===== src/rtl/transmitter_block_if.sv =====
// transmitter_block_if: command, Avalon-MM and read-return signals of the transmitter block
interface transmitter_block_if #(
  parameter int ADDR_W = 31,
  parameter int DATA_W = 128
);
  logic              trans_valid_i;
  logic              trans_type_i;
  logic [ADDR_W-1:0] trans_addr_i;
  logic              trans_ready_o;
  logic              trans_busy_o;
  logic [ADDR_W-1:0] amm_address_o;
  logic              amm_write_o;
  logic              amm_read_o;
  logic [DATA_W-1:0] amm_writedata_o;
  logic [DATA_W/8-1:0] amm_byteenable_o;
  logic              amm_waitrequest_i;
  logic              amm_readdatavalid_i;
  logic [DATA_W-1:0] amm_readdata_i;
  logic              rd_valid_o;
  logic [DATA_W-1:0] rd_data_o;
  logic [ADDR_W-1:0] rd_addr_o;
  logic              rd_unexp_o;
  modport master (
    input  trans_valid_i, trans_type_i, trans_addr_i,
    input  amm_waitrequest_i, amm_readdatavalid_i, amm_readdata_i,
    output trans_ready_o, trans_busy_o,
    output amm_address_o, amm_write_o, amm_read_o, amm_writedata_o, amm_byteenable_o,
    output rd_valid_o, rd_data_o, rd_addr_o, rd_unexp_o
  );
  modport slave (
    output trans_valid_i, trans_type_i, trans_addr_i,
    output amm_waitrequest_i, amm_readdatavalid_i, amm_readdata_i,
    input  trans_ready_o, trans_busy_o,
    input  amm_address_o, amm_write_o, amm_read_o, amm_writedata_o, amm_byteenable_o,
    input  rd_valid_o, rd_data_o, rd_addr_o, rd_unexp_o
  );
endinterface


===== src/rtl/transmitter_block.sv =====
// transmitter_block: turns controller commands into single-word Avalon-MM accesses and tags read returns with their address
module transmitter_block #(
  parameter int ADDR_W      = 31,
  parameter int DATA_W      = 128,
  parameter int MAX_PEND_RD = 8
) (
  input  logic                clk_i,
  input  logic                rst_i,
  input  logic                pattern_mode_i,
  input  logic [7:0]          pattern_byte_i,
  transmitter_block_if.master bus
);
  localparam int CW = $clog2(MAX_PEND_RD + 1);
  localparam int PW = $clog2(MAX_PEND_RD);
  typedef enum logic [1:0] {IDLE_S, WRITE_S, READ_S} state_t;
  state_t            state_q, state_d;
  logic [ADDR_W-1:0] addr_q, addr_d, rd_addr_q, rd_addr_d, pop_addr;
  logic              write_q, write_d, read_q, read_d;
  logic [DATA_W-1:0] wdata_q, wdata_d, rd_data_q, rd_data_d;
  logic [CW-1:0]     cnt_q, cnt_d, cnt_eff;
  logic [PW-1:0]     wr_ptr_q, wr_ptr_d, rd_ptr_q, rd_ptr_d;
  logic [ADDR_W-1:0] fifo_q [MAX_PEND_RD];
  logic              rd_valid_q, rd_valid_d, unexp_q, unexp_d;
  logic              ready, accept, done, issue_done, pop;
  always_comb begin
    cnt_eff    = cnt_q + CW'(state_q == READ_S);
    ready      = (state_q == IDLE_S) && (cnt_eff < CW'(MAX_PEND_RD));
    accept     = ready && bus.trans_valid_i;
    done       = (state_q != IDLE_S) && !bus.amm_waitrequest_i;
    issue_done = done && (state_q == READ_S);
    // with nothing queued, a read finishing this cycle is returned directly
    pop        = bus.amm_readdatavalid_i && ((cnt_q != '0) || issue_done);
    pop_addr   = (cnt_q == '0) ? addr_q : fifo_q[rd_ptr_q];
    state_d    = state_q;
    addr_d     = addr_q;
    write_d    = write_q;
    read_d     = read_q;
    wdata_d    = wdata_q;
    if (accept) begin
      state_d = bus.trans_type_i ? READ_S : WRITE_S;
      addr_d  = bus.trans_addr_i;
      write_d = !bus.trans_type_i;
      read_d  = bus.trans_type_i;
      wdata_d = pattern_mode_i ? {(DATA_W/32){32'(bus.trans_addr_i)}}
                               : {(DATA_W/8){pattern_byte_i}};
    end
    if (done) begin
      state_d = IDLE_S;
      write_d = 1'b0;
      read_d  = 1'b0;
    end
    cnt_d      = cnt_q + CW'(issue_done) - CW'(pop);
    wr_ptr_d   = wr_ptr_q + PW'(issue_done);
    rd_ptr_d   = rd_ptr_q + PW'(pop);
    rd_valid_d = pop;
    rd_data_d  = pop ? bus.amm_readdata_i : rd_data_q;
    rd_addr_d  = pop ? pop_addr : rd_addr_q;
    unexp_d    = unexp_q || (bus.amm_readdatavalid_i && !pop);
  end
  always_ff @(posedge clk_i) begin
    if (rst_i) begin
      state_q    <= IDLE_S;
      addr_q     <= '0;
      write_q    <= 1'b0;
      read_q     <= 1'b0;
      wdata_q    <= '0;
      cnt_q      <= '0;
      wr_ptr_q   <= '0;
      rd_ptr_q   <= '0;
      rd_valid_q <= 1'b0;
      rd_data_q  <= '0;
      rd_addr_q  <= '0;
      unexp_q    <= 1'b0;
    end else begin
      state_q    <= state_d;
      addr_q     <= addr_d;
      write_q    <= write_d;
      read_q     <= read_d;
      wdata_q    <= wdata_d;
      cnt_q      <= cnt_d;
      wr_ptr_q   <= wr_ptr_d;
      rd_ptr_q   <= rd_ptr_d;
      rd_valid_q <= rd_valid_d;
      rd_data_q  <= rd_data_d;
      rd_addr_q  <= rd_addr_d;
      unexp_q    <= unexp_d;
    end
  end
  always_ff @(posedge clk_i) begin
    if (issue_done) fifo_q[wr_ptr_q] <= addr_q;
  end
  assign bus.trans_ready_o    = ready;
  assign bus.trans_busy_o     = (state_q != IDLE_S) || (cnt_q != '0) || rd_valid_q;
  assign bus.amm_address_o    = addr_q;
  assign bus.amm_write_o      = write_q;
  assign bus.amm_read_o       = read_q;
  assign bus.amm_writedata_o  = wdata_q;
  assign bus.amm_byteenable_o = '1;
  assign bus.rd_valid_o       = rd_valid_q;
  assign bus.rd_data_o        = rd_data_q;
  assign bus.rd_addr_o        = rd_addr_q;
  assign bus.rd_unexp_o       = unexp_q;
endmodule

===== src/flat_wrapper.sv =====
// flat-port wrapper written by rule: the top's interface ports become plain ports
module transmitter_block_flat 
#(
  parameter int ADDR_W      = 31,
  parameter int DATA_W      = 128,
  parameter int MAX_PEND_RD = 8
)
  (clk_i, rst_i, pattern_mode_i, pattern_byte_i, bus_trans_valid_i, bus_trans_type_i, bus_trans_addr_i, bus_amm_waitrequest_i, bus_amm_readdatavalid_i, bus_amm_readdata_i, bus_trans_ready_o, bus_trans_busy_o, bus_amm_address_o, bus_amm_write_o, bus_amm_read_o, bus_amm_writedata_o, bus_amm_byteenable_o, bus_rd_valid_o, bus_rd_data_o, bus_rd_addr_o, bus_rd_unexp_o);
  transmitter_block_if #(.ADDR_W(ADDR_W), .DATA_W(DATA_W)) bus_i ();
  input  logic clk_i;
  input  logic rst_i;
  input  logic pattern_mode_i;
  input  logic [7:0] pattern_byte_i;
  input wire logic [$bits(bus_i.trans_valid_i)-1:0] bus_trans_valid_i;
  input wire logic [$bits(bus_i.trans_type_i)-1:0] bus_trans_type_i;
  input wire logic [$bits(bus_i.trans_addr_i)-1:0] bus_trans_addr_i;
  input wire logic [$bits(bus_i.amm_waitrequest_i)-1:0] bus_amm_waitrequest_i;
  input wire logic [$bits(bus_i.amm_readdatavalid_i)-1:0] bus_amm_readdatavalid_i;
  input wire logic [$bits(bus_i.amm_readdata_i)-1:0] bus_amm_readdata_i;
  output wire logic [$bits(bus_i.trans_ready_o)-1:0] bus_trans_ready_o;
  output wire logic [$bits(bus_i.trans_busy_o)-1:0] bus_trans_busy_o;
  output wire logic [$bits(bus_i.amm_address_o)-1:0] bus_amm_address_o;
  output wire logic [$bits(bus_i.amm_write_o)-1:0] bus_amm_write_o;
  output wire logic [$bits(bus_i.amm_read_o)-1:0] bus_amm_read_o;
  output wire logic [$bits(bus_i.amm_writedata_o)-1:0] bus_amm_writedata_o;
  output wire logic [$bits(bus_i.amm_byteenable_o)-1:0] bus_amm_byteenable_o;
  output wire logic [$bits(bus_i.rd_valid_o)-1:0] bus_rd_valid_o;
  output wire logic [$bits(bus_i.rd_data_o)-1:0] bus_rd_data_o;
  output wire logic [$bits(bus_i.rd_addr_o)-1:0] bus_rd_addr_o;
  output wire logic [$bits(bus_i.rd_unexp_o)-1:0] bus_rd_unexp_o;
  assign bus_i.trans_valid_i = bus_trans_valid_i;
  assign bus_i.trans_type_i = bus_trans_type_i;
  assign bus_i.trans_addr_i = bus_trans_addr_i;
  assign bus_i.amm_waitrequest_i = bus_amm_waitrequest_i;
  assign bus_i.amm_readdatavalid_i = bus_amm_readdatavalid_i;
  assign bus_i.amm_readdata_i = bus_amm_readdata_i;
  assign bus_trans_ready_o = bus_i.trans_ready_o;
  assign bus_trans_busy_o = bus_i.trans_busy_o;
  assign bus_amm_address_o = bus_i.amm_address_o;
  assign bus_amm_write_o = bus_i.amm_write_o;
  assign bus_amm_read_o = bus_i.amm_read_o;
  assign bus_amm_writedata_o = bus_i.amm_writedata_o;
  assign bus_amm_byteenable_o = bus_i.amm_byteenable_o;
  assign bus_rd_valid_o = bus_i.rd_valid_o;
  assign bus_rd_data_o = bus_i.rd_data_o;
  assign bus_rd_addr_o = bus_i.rd_addr_o;
  assign bus_rd_unexp_o = bus_i.rd_unexp_o;
  transmitter_block #(.ADDR_W(ADDR_W), .DATA_W(DATA_W), .MAX_PEND_RD(MAX_PEND_RD)) u_core (.clk_i(clk_i), .rst_i(rst_i), .pattern_mode_i(pattern_mode_i), .pattern_byte_i(pattern_byte_i), .bus(bus_i));
endmodule

===== config.mk =====
export PLATFORM = sky130hd
export DESIGN_NAME = transmitter_block_flat
export DESIGN_NICKNAME = d
export VERILOG_FILES = /design/src/rtl/transmitter_block_if.sv /design/src/rtl/transmitter_block.sv /design/src/flat_wrapper.sv
export SDC_FILE = /design/constraint.sdc
export NUM_CORES = 1
export LEC_CHECK = 0
export CORE_AREA = 5 5 199 201
export CTS_BUF_LIST = sky130_fd_sc_hd__clkbuf_4
export DETAILED_ROUTE_END_ITERATION = 10
export DIE_AREA = 0 0 204 206
export PLACE_DENSITY_LB_ADDON = 0.15
export RECOVER_POWER = 50
export SLEW_MARGIN = 20
export SYNTH_ARGS = -nofsm -noshare
export SYNTH_HDL_FRONTEND = slang
export SYNTH_SLANG_ARGS = --single-unit

===== constraint.sdc =====
create_clock -name clk_i -period 8.7 [get_ports clk_i]
set_input_delay 2.61 -clock clk_i [delete_from_list [all_inputs] [get_ports clk_i]]
set_output_delay 2.61 -clock clk_i [all_outputs]
set_load 0.005 [all_outputs]

==> flow_summary_export.csv <==
group,metric,value,unit
min_path,whs_path_depth,2,
worst_setup_path,worstPathArrival,6.80,ns
floorplanning,initial_utilization,50.6,%
detailed_routing,num_vias,13474,
yosys,synth_cell_types,32,
yosys,syn_inst,1562,
yosys,synth_area,18900,um^2
floorplanning,io_pins,514,
status,outcome,"complete, but fails checks",
pwr,leakage,8.71,nW
clock_tree,cts_resized,0,
detailed_routing,detail_route.wl_per_cell,21.2,um
worst_setup_path,r2r_cells,9,
min_path,hp-class,"reg -> reg",
floorplanning,coreArea,37400,um^2
timing,fin_crit_sh,73.0,%
worst_setup_path,rrSetupSlack,4.71,ns
worst_setup_path,crit_path_cell_trace,"clkbuf_8 > clkbuf_1 > a21oi_1",
worst_setup_path,reg2reg_from,"u_core.cnt_q[3]",
pwr,finalPower,0.00680,W
finish,drive_gt1_share,13.1,%
yosys,ys_ff_latch,484,
clock_tree,root_buffer,"clkbuf_4",
placement,placed_cells,2389,
yosys,yosys.area.top_type,"edfxtp_1",
finish,stdcell_count,2617,
worst_setup_path,critPathBufInv,2,
timing,tightest_slew,4.49,ns
worst_setup_path,critPathRequiredTime,9.15,ns
worst_setup_path,cp_max_fo,140,
worst_setup_path,start_kind,"input pin",
yosys,synth_area_per_cell,12.1,um^2
yosys,synthTopCellsByArea,"edfxtp_1 39%, dfxtp_1 25%, mux4_2 7.0%",
floorplanning,rows,71,
clock_tree,clk_latency,0.79,ns
pwr,p_per_area,272,nW/um^2
detailed_routing,drcViolationCount,0,
detailed_routing,via_per_inst,5.15,
grt,grt_max_degree,141,
timing,slew_headroom,-199,%
floorplanning,die_w,204,um
timing,period_needed,6.35,ns
timing,slew_viol_final,355,
detailed_routing,routed_wl,55500,um
floorplanning,die-area,42000,um^2
finish,final_common_cell,"clkdlybuf4s50_1",
timing,rsz0062_at_grt,"no",
min_path,min_to,"u_core.bus.rd_data_o[24]",
timing,clock.fmax,157,MHz
yosys,yosysTopAreaCellShare,39.3,%
grt,track_usage,25.4,%
flow_run,drv_cap,8,
floorplanning,dieHeight,206,um
detailed_routing,final_antenna_net_count,0,
timing,worst_hold_slack,0.452,ns
detailed_routing,dr.pass1.iters,7,
placement,place_congestion,0.867,
grt,grt_pass1_wl,80900,um
placement,hpwl,37600,um
clock_tree,htreeDepth,3,
worst_setup_path,critPathKind,"in -> reg",
detailed_routing,drt_iter0_drc,993,
worst_setup_path,cpMaxStageDelayCell,"clkbuf_1",
timing,hold_violations,0,
worst_setup_path,cp-end-kind,"flip-flop",
clock_tree,clock-sinks,484,
finish,area_delta_synth_final,32.0,%
min_path,hp-start,"u_core.bus.rd_data_o[24]",
worst_setup_path,cp_top_family,"buffers and inverters",
worst_setup_path,crit-reg2reg-capture,"u_core.bus.rd_addr_o[29]",
worst_setup_path,cp_slowest_stage_delay,3.19,ns
finish,finalNetCount,2182,
yosys,ys_seq_area_share,64.3,%
status,violations,"capacitance limit, slew limit",
timing,skew,0.0260,ns
timing,fin_setup_tns,0,ns
grt,antenna_found_initial,6,
yosys,synth_warnings,0,
clock_tree,post-cts-setup-buffers,0,
finish,mostFrequentLayoutCells,"494 x clkdlybuf4s50_1, 353 x nand2_1, 248 x edfxtp_1",
clock_tree,cts_buffer_depth,3,
clock_tree,cts_buffers,118,
grt,grt_pass1_vias,13588,
clock_tree,cts_tree,"yes",
placement,port_buffers,497,
grt,overflow,0,
clock_tree,postCtsHoldBufs,0,
pwr,peakVddDrop,0.169,mV
timing,setup_violations,0,
clock_tree,path_clk_slew,0.06,ns
[metrics by stage]
stage          cell area, um^2  setup slack (ns)  util, %
2_1_floorplan            19000              3.08        -
5_1_grt                  25000              2.13     66.8
3_5_place_dp             23400              3.01     62.6
3_3_place_gp             23400              3.10     62.6
6_report                 25000              2.35     66.8
4_1_cts                  25000              2.81     67.0
[cell families (layout without fill, tap and decap cells)]
| kind of cell | Yosys count | after routing | synth area share [%] |
|---|---|---|---|
| simple gates | 490 | 490 | 10.3 |
| flops | 484 | 484 | 64.3 |
| compound gates | 258 | 258 | 7.97 |
| buf+inv | 222 | 743 | 7.44 |
| mux | 93 | 93 | 9.07 |
| fa+ha+maj | 10 | 10 | 0.700 |
| xor+xnor | 4 | 4 | 0.185 |
| other cells | 1 | 24 | 0.0198 |
[worst max path at each step]
stage / from / endpoint / slack [ns] / depth (start not counted)
4_1_cts: u_core.cnt_q[3] / bus_trans_busy_o / 2.81 / 6
5_1_grt: rst_i / u_core.bus.amm_read_o / 2.13 / 3
3_5_place_dp: bus_amm_waitrequest_i / u_core.bus.rd_data_o[93] / 3.01 / 7
2_1_floorplan: bus_amm_waitrequest_i / u_core.fifo_q[0][0] / 3.08 / 3
3_3_place_gp: bus_amm_waitrequest_i / u_core.bus.rd_addr_o[16] / 3.10 / 7
6_report: rst_i / u_core.bus.rd_data_o[75] / 2.35 / 3
[registers in the layout, summed over array words and instances, names as in the netlist, 3 cells and up]
name	flops
u_core.bus.amm_address_o	31
u_core.bus.amm_writedata_o	32
u_core.bus.rd_addr_o	31
u_core.bus.rd_data_o	128
u_core.cnt_q	4
u_core.fifo_q	248
u_core.rd_ptr_q	3
u_core.wr_ptr_q	3
[worst register-to-register path: cells and delay by family (launching register included)]
family | cells | cell delay, ns
AO/OA/AOI/OAI | 3 | 0.80
adder cells (fa/ha/maj) | 1 | 0.12
buffers and inverters | 4 | 1.97
flip-flops | 1 | 0.35
AND/OR/NAND/NOR | 1 | 0.43
[metal layers]
metal,track usage (%),up-vias,share of wire (%)
met5,0,-,0
met2,43.6,582,52
met3,6.72,79,6.8
met1,31.2,6471,39
met4,9.24,0,3.0
li1,-,6342,-
[area by class of cell]
cell class / instances / area, um^2
clock inverters: 48 / 334
repair buffers: 516 / 5090
flip-flops and latches: 484 / 12200
inverters: 7 / 28.8
fillers: 2868 / 12400
multi-input cells: 871 / 5420
diodes: 8 / 20.0
well taps: 511 / 639
clock buffers: 172 / 1290
[synthesized netlist by cell type]
master and n:
a211o_1 31, a211oi_1 31, a21o_1 1, a21oi_1 189, a21oi_2 5, and2_1 1, buf_12 1, buf_2 45
buf_4 124, buf_6 5, clkbuf_1 40, conb_1 1, dfxtp_1 236, edfxtp_1 248, fa_1 1, ha_1 9
inv_1 6, inv_2 1, mux2i_1 31, mux4_1 3, mux4_2 59, nand2_1 353, nand2b_1 3, nor2_1 79
nor2b_1 14, nor3_1 36, nor3b_4 1, o21ai_2 1, or3b_1 1, or4_1 1, or4b_1 1, xnor2_1 4
[power breakdown]
group / internal [W] / total (W) / switching [W]
registers: 0.00268 / 0.00292 / 0.000239
logic: 0.00101 / 0.00191 / 0.000905
clock network: 0.00106 / 0.00196 / 0.000900
Note: power is estimated with default switching activity, not from simulation.
==> edit 1, RTL diff (same flow settings) <==
`rd_data_q` no longer has a reset.
--- a/src/rtl/transmitter_block.sv
+++ b/src/rtl/transmitter_block.sv
@@ -68,7 +68,6 @@
       wr_ptr_q   <= '0;
       rd_ptr_q   <= '0;
       rd_valid_q <= 1'b0;
-      rd_data_q  <= '0;
       rd_addr_q  <= '0;
       unexp_q    <= 1'b0;
     end else begin
@@ -81,10 +80,13 @@
       wr_ptr_q   <= wr_ptr_d;
       rd_ptr_q   <= rd_ptr_d;
       rd_valid_q <= rd_valid_d;
-      rd_data_q  <= rd_data_d;
       rd_addr_q  <= rd_addr_d;
       unexp_q    <= unexp_d;
     end
+  end
+
+  always_ff @(posedge clk_i) begin
+    rd_data_q <= rd_data_d;
   end
   always_ff @(posedge clk_i) begin
     if (issue_done) fifo_q[wr_ptr_q] <= addr_q;
Formal check against the unedited RTL: differs if rst_i is asserted again (counterexample within 4 cycles, from zero or initial values and one cycle with rst_i high); with rst_i held inactive, the same outputs for 4 cycles.
==> edit 1 against the unedited design <==
  * The flow still finishes with violations (max-capacitance violations, max-slew violations)
  * Synthesized area is 4.6% lower
  * Utilization is 1.5 points lower
  * Sequential cell count unchanged
  * Wire length up 2.1%
  * Non-clock buffer count decreased by 1
  * Worst setup slack got worse by 0.15 ns
  * Final area shrank 2.3%
  * Global-route usage is 0.71 points higher
  * Power fell by 2.1%
  * Largest power group unchanged
==> edit 1: results (changes against the unedited design) <==
Slew Limit Fails 211 (-41%); ANT cells 13 (+5); status finished with violations; power density over the cells 272 nW/µm² (+0.18%); Crit path largest cell delay 2.74 ns (-0.45 ns); met2 Use GR 40.6% (-3.1 points); DPL Wire Length 40400 µm (+7.5%); Total GRT Usage 26.1% (+0.71 points); Setup Skew 0.0723 ns (+0.0464 ns); sequential-to-total area share from yosys stat 74.4% (+10 points); Final Non-Filler Cells 2195 (-16%); DR iter-0 viols 939 (-5.4%); Clock-cell share 6.78% (+0.28 points); multi-input combinational area share 14.4% (-7.3 points); Multi-input comb cells 437 (-50%); share of layout cells above drive strength 1 17.4% (+4.2 points); Final non-clock buffer share 20.8% (+0.45 points); max cap viols 4 (-4); Max-slew headroom -161% (+39 points); failing checks max-capacitance violations, max-slew violations; switching share of power 28.1% (-2.0 points); R2R setup slack 4.95 ns (+0.24 ns); Clk pwr share 29.8% (+0.9 points); Avg Inst Size Synth 16.7 µm² (+38%); sink of the worst hold path u_core.bus.rd_unexp_o$_SDFF_PP0_; Setup crit end u_core.bus.rd_addr_o[9]$_SDFFE_PP0P_; gp weighted congestion 0.921 (+6.3%); DP Area 22800 µm² (-2.7%); hold_sp u_core.bus.rd_unexp_o$_SDFF_PP0_; most instantiated cells after synthesis edfxtp_1 (376), buf_4 (118), dfxtp_1 (108); Nets 1748 (-20%); Hold Slack 0.487 ns (+0.0350 ns); peak supply drop 0.143 mV (-15%); number of global-route vias before repair 11700 (-14%); fin crit share 74.7% (+1.7 points); dpl cells 1955 (-18%)
==> edit 1: cell count changes after synthesis, sizes merged, moves of 4 or more <==
cell and delta:
a211o -31, a21oi -160, a22oi +60, buf -28, clkbuf -22, dfxtp -128
edfxtp +128, mux2i -30, nand2 -257, nor2 -28, nor3 +4
==> edit 1: cell families after synthesis <==
group | synth area share [%]
AND/OR/NAND/NOR | 5.43
adder cells (fa/ha/maj) | 0.595
AO/OA/AOI/OAI | 5.06
flip-flops | 74.4
buffers and inverters | 6.45
XOR/XNOR | 0.242
multiplexers | 7.78
other | 0.0207
==> edit 1: metal layers <==
| metal | wire length (µm) | share of wire (%) |
|---|---|---|
| met3 | 5100 | 9.0 |
| met5 | 34 | 0.060 |
| met2 | 27600 | 49 |
| met4 | 1840 | 3.2 |
| met1 | 22100 | 39 |
==> edit 1: critical path, delay by kind of cell <==
family / cells / cell delay, ns
AO/OA/AOI/OAI: 2 / 0.54
AND/OR/NAND/NOR: 2 / 0.48
buffers and inverters: 3 / 3.48
==> edit 2, RTL diff (same settings) <==
Without the edit above. Add an input register stage for `pattern_mode_i`; this delays it by one clock. The other inputs are not delayed to match.
--- a/src/rtl/transmitter_block.sv
+++ b/src/rtl/transmitter_block.sv
@@ -13,6 +13,13 @@
   localparam int CW = $clog2(MAX_PEND_RD + 1);
   localparam int PW = $clog2(MAX_PEND_RD);
   typedef enum logic [1:0] {IDLE_S, WRITE_S, READ_S} state_t;
+
+  logic pattern_mode_q;
+
+  always_ff @(posedge clk_i) begin
+    pattern_mode_q <= pattern_mode_i;
+  end
+
   state_t            state_q, state_d;
   logic [ADDR_W-1:0] addr_q, addr_d, rd_addr_q, rd_addr_d, pop_addr;
   logic              write_q, write_d, read_q, read_d;
@@ -41,7 +48,7 @@
       addr_d  = bus.trans_addr_i;
       write_d = !bus.trans_type_i;
       read_d  = bus.trans_type_i;
-      wdata_d = pattern_mode_i ? {(DATA_W/32){32'(bus.trans_addr_i)}}
+      wdata_d = pattern_mode_q ? {(DATA_W/32){32'(bus.trans_addr_i)}}
                                : {(DATA_W/8){pattern_byte_i}};
     end
     if (done) begin
Check against the original RTL: not equivalent (Yosys sat finds a counterexample within 4 cycles, from zero or initial values and one cycle with rst_i high).
==> edit 2 against the unedited design <==
  * The flow still finishes with violations (max-capacitance violations, max-slew violations)
  * Wire length rose by 0.94%
  * Count of clock-buffer cells in the layout rose by 13
  * Worst setup slack got worse by 0.35 ns
  * Maximum frequency fell by 5.2%
  * Sequential share of layout area rose by 0.23 points
  * Synthesized area rose by 0.82%
  * Sequential cell count rose by 1
  * Register-to-register slack got worse by 1.3 ns
  * Power fell by 0.40%
  * Final area fell by 0.31%
  * Utilization fell by 0.21 points
  * Largest power group unchanged
==> edit 2: results (changes against the unedited design) <==
status finished with violations; failing checks max-capacitance violations, max-slew violations; dpl cells 2390 (+0.042%); most instantiated cells after synthesis nand2_1 (354), edfxtp_1 (248), dfxtp_1 (237); DR iter-0 viols 900 (-9.4%); max reg flops 248 (unchanged); asr flop ratio synth 0% (unchanged); final worst slack 2.00 ns (-0.346 ns); Total GRT Usage 25.8% (+0.34 points); mux contribution to synthesized area 8.94% (-0.13 points); Hold Slack 0.451 ns (-0.00100 ns); Crit path largest cell delay 1.99 ns (-1.20 ns); DP Area 23500 µm² (+0.15%); max cap viols 10 (+2); Sw Pwr 2.07 mW (+1.2%); H-tree level count 3 (unchanged); peak supply drop 0.178 mV (+5.5%); sink of the worst hold path u_core.bus.rd_addr_o[19]$_SDFFE_PP0P_; Max FO, Critical Path 190 (+36%); Worst-Margin Slew 4.15 ns (-0.338 ns); gp weighted congestion 0.827 (-4.6%); adder-cell share of the synthesized area 0.564% (-0.14 points); Setup crit end u_core.bus.rd_addr_o[18]$_SDFFE_PP0P_; number of global-route vias before repair 13800 (+1.4%); largest net degree at the start of global routing 191 (+35%); compound-cell area share of the yosys netlist 8.05% (+0.079 points); Slew Limit Fails 499 (+41%); Reg-to-Reg End u_core.bus.rd_addr_o[26]$_SDFFE_PP0P_; clock latency on the worst-skew pair 0.79 ns (about the same); pre-CTS worst setup slack 3.15 ns (+0.132 ns); Netlist cell types 35 (+9.4%); Synth area leaders edfxtp_1 (39%), dfxtp_1 (25%), mux4_2 (7.3%); Lkg Pwr 8.66 nW (-0.61%); slowest CP cell clkbuf_2; Worst Setup SP bus_amm_waitrequest_i; Setup Skew 0.0239 ns (-0.00206 ns); Clock transition at path regs 0.06 ns (about the same); final WL 56000 µm (+0.94%); worst reg-to-reg path cell count 8 (-1); Avg Inst Size Synth 12.2 µm² (+0.50%); R2R Path Start u_core.cnt_q[3]$_SDFF_PP0_; Synth Area in XOR/XNOR 0.229% (+0.044 points); routed len/inst 21.4 µm (+1.1%); Hold Path Stages 2 (unchanged); DPL Wire Length 37300 µm (-0.69%); DRT Pass-1 Iters 5 (-2); CP top delay family buffers and inverters; hold_sp u_core.bus.rd_addr_o[19]$_SDFFE_PP0P_; R2R setup slack 3.38 ns (-1.33 ns); Nets 2182 (unchanged); Via density 5.23 (+1.5%); first-pass GRT wire length 82200 µm (+1.7%); top_reg_cell synth edfxtp_1; cts bufs inserted 118 (unchanged); sequential-to-total area share from yosys stat 63.8% (-0.42 points); Reg with most FFs u_core.fifo_q; initial antenna violation count 11 (+5); Arr. time, crit path 7.40 ns (+0.60 ns); final setup fails 0 (unchanged); share of layout cells above drive strength 1 13.4% (+0.31 points)
[edit 2: cell types whose count changed in the layout (fill, tap and decap cells not counted), sizes merged, moves of 2 or more]
cell    before  now
nor2b       14   12
clkinv      41   18
ha           9    7
diode        8   16
buf          9   11
bufinv       5    1
nor2        79   81
clkbuf     183  193
[edit 2: per-layer routing]
metal	GRT usage [%]	vias up	routed length, µm
li1	-	6357	-
met1	32.0	6704	21900
met2	43.9	520	29200
met3	5.98	78	3290
met4	10.6	0	1680
met5	0	-	0
[edit 2: final cells by class]
class,instances,area (µm²)
diodes,16,40.0
clock buffers,185,1390
clock inverters,22,110
fillers,2853,12500
inverters,6,22.5
multi-input cells,874,5420
flip-flops and latches,485,12200
well taps,511,639
repair buffers,515,5110
[edit 2: power by group through the flow]
stage,sequential (mW),combinational [mW],clock [mW]
final,2.92,1.99,1.85
after global routing,2.96,2.16,2.03
after CTS,2.92,2.00,1.90
after detailed placement,2.97,1.99,0
after global placement,2.96,1.97,0
after floorplan,2.90,1.21,0
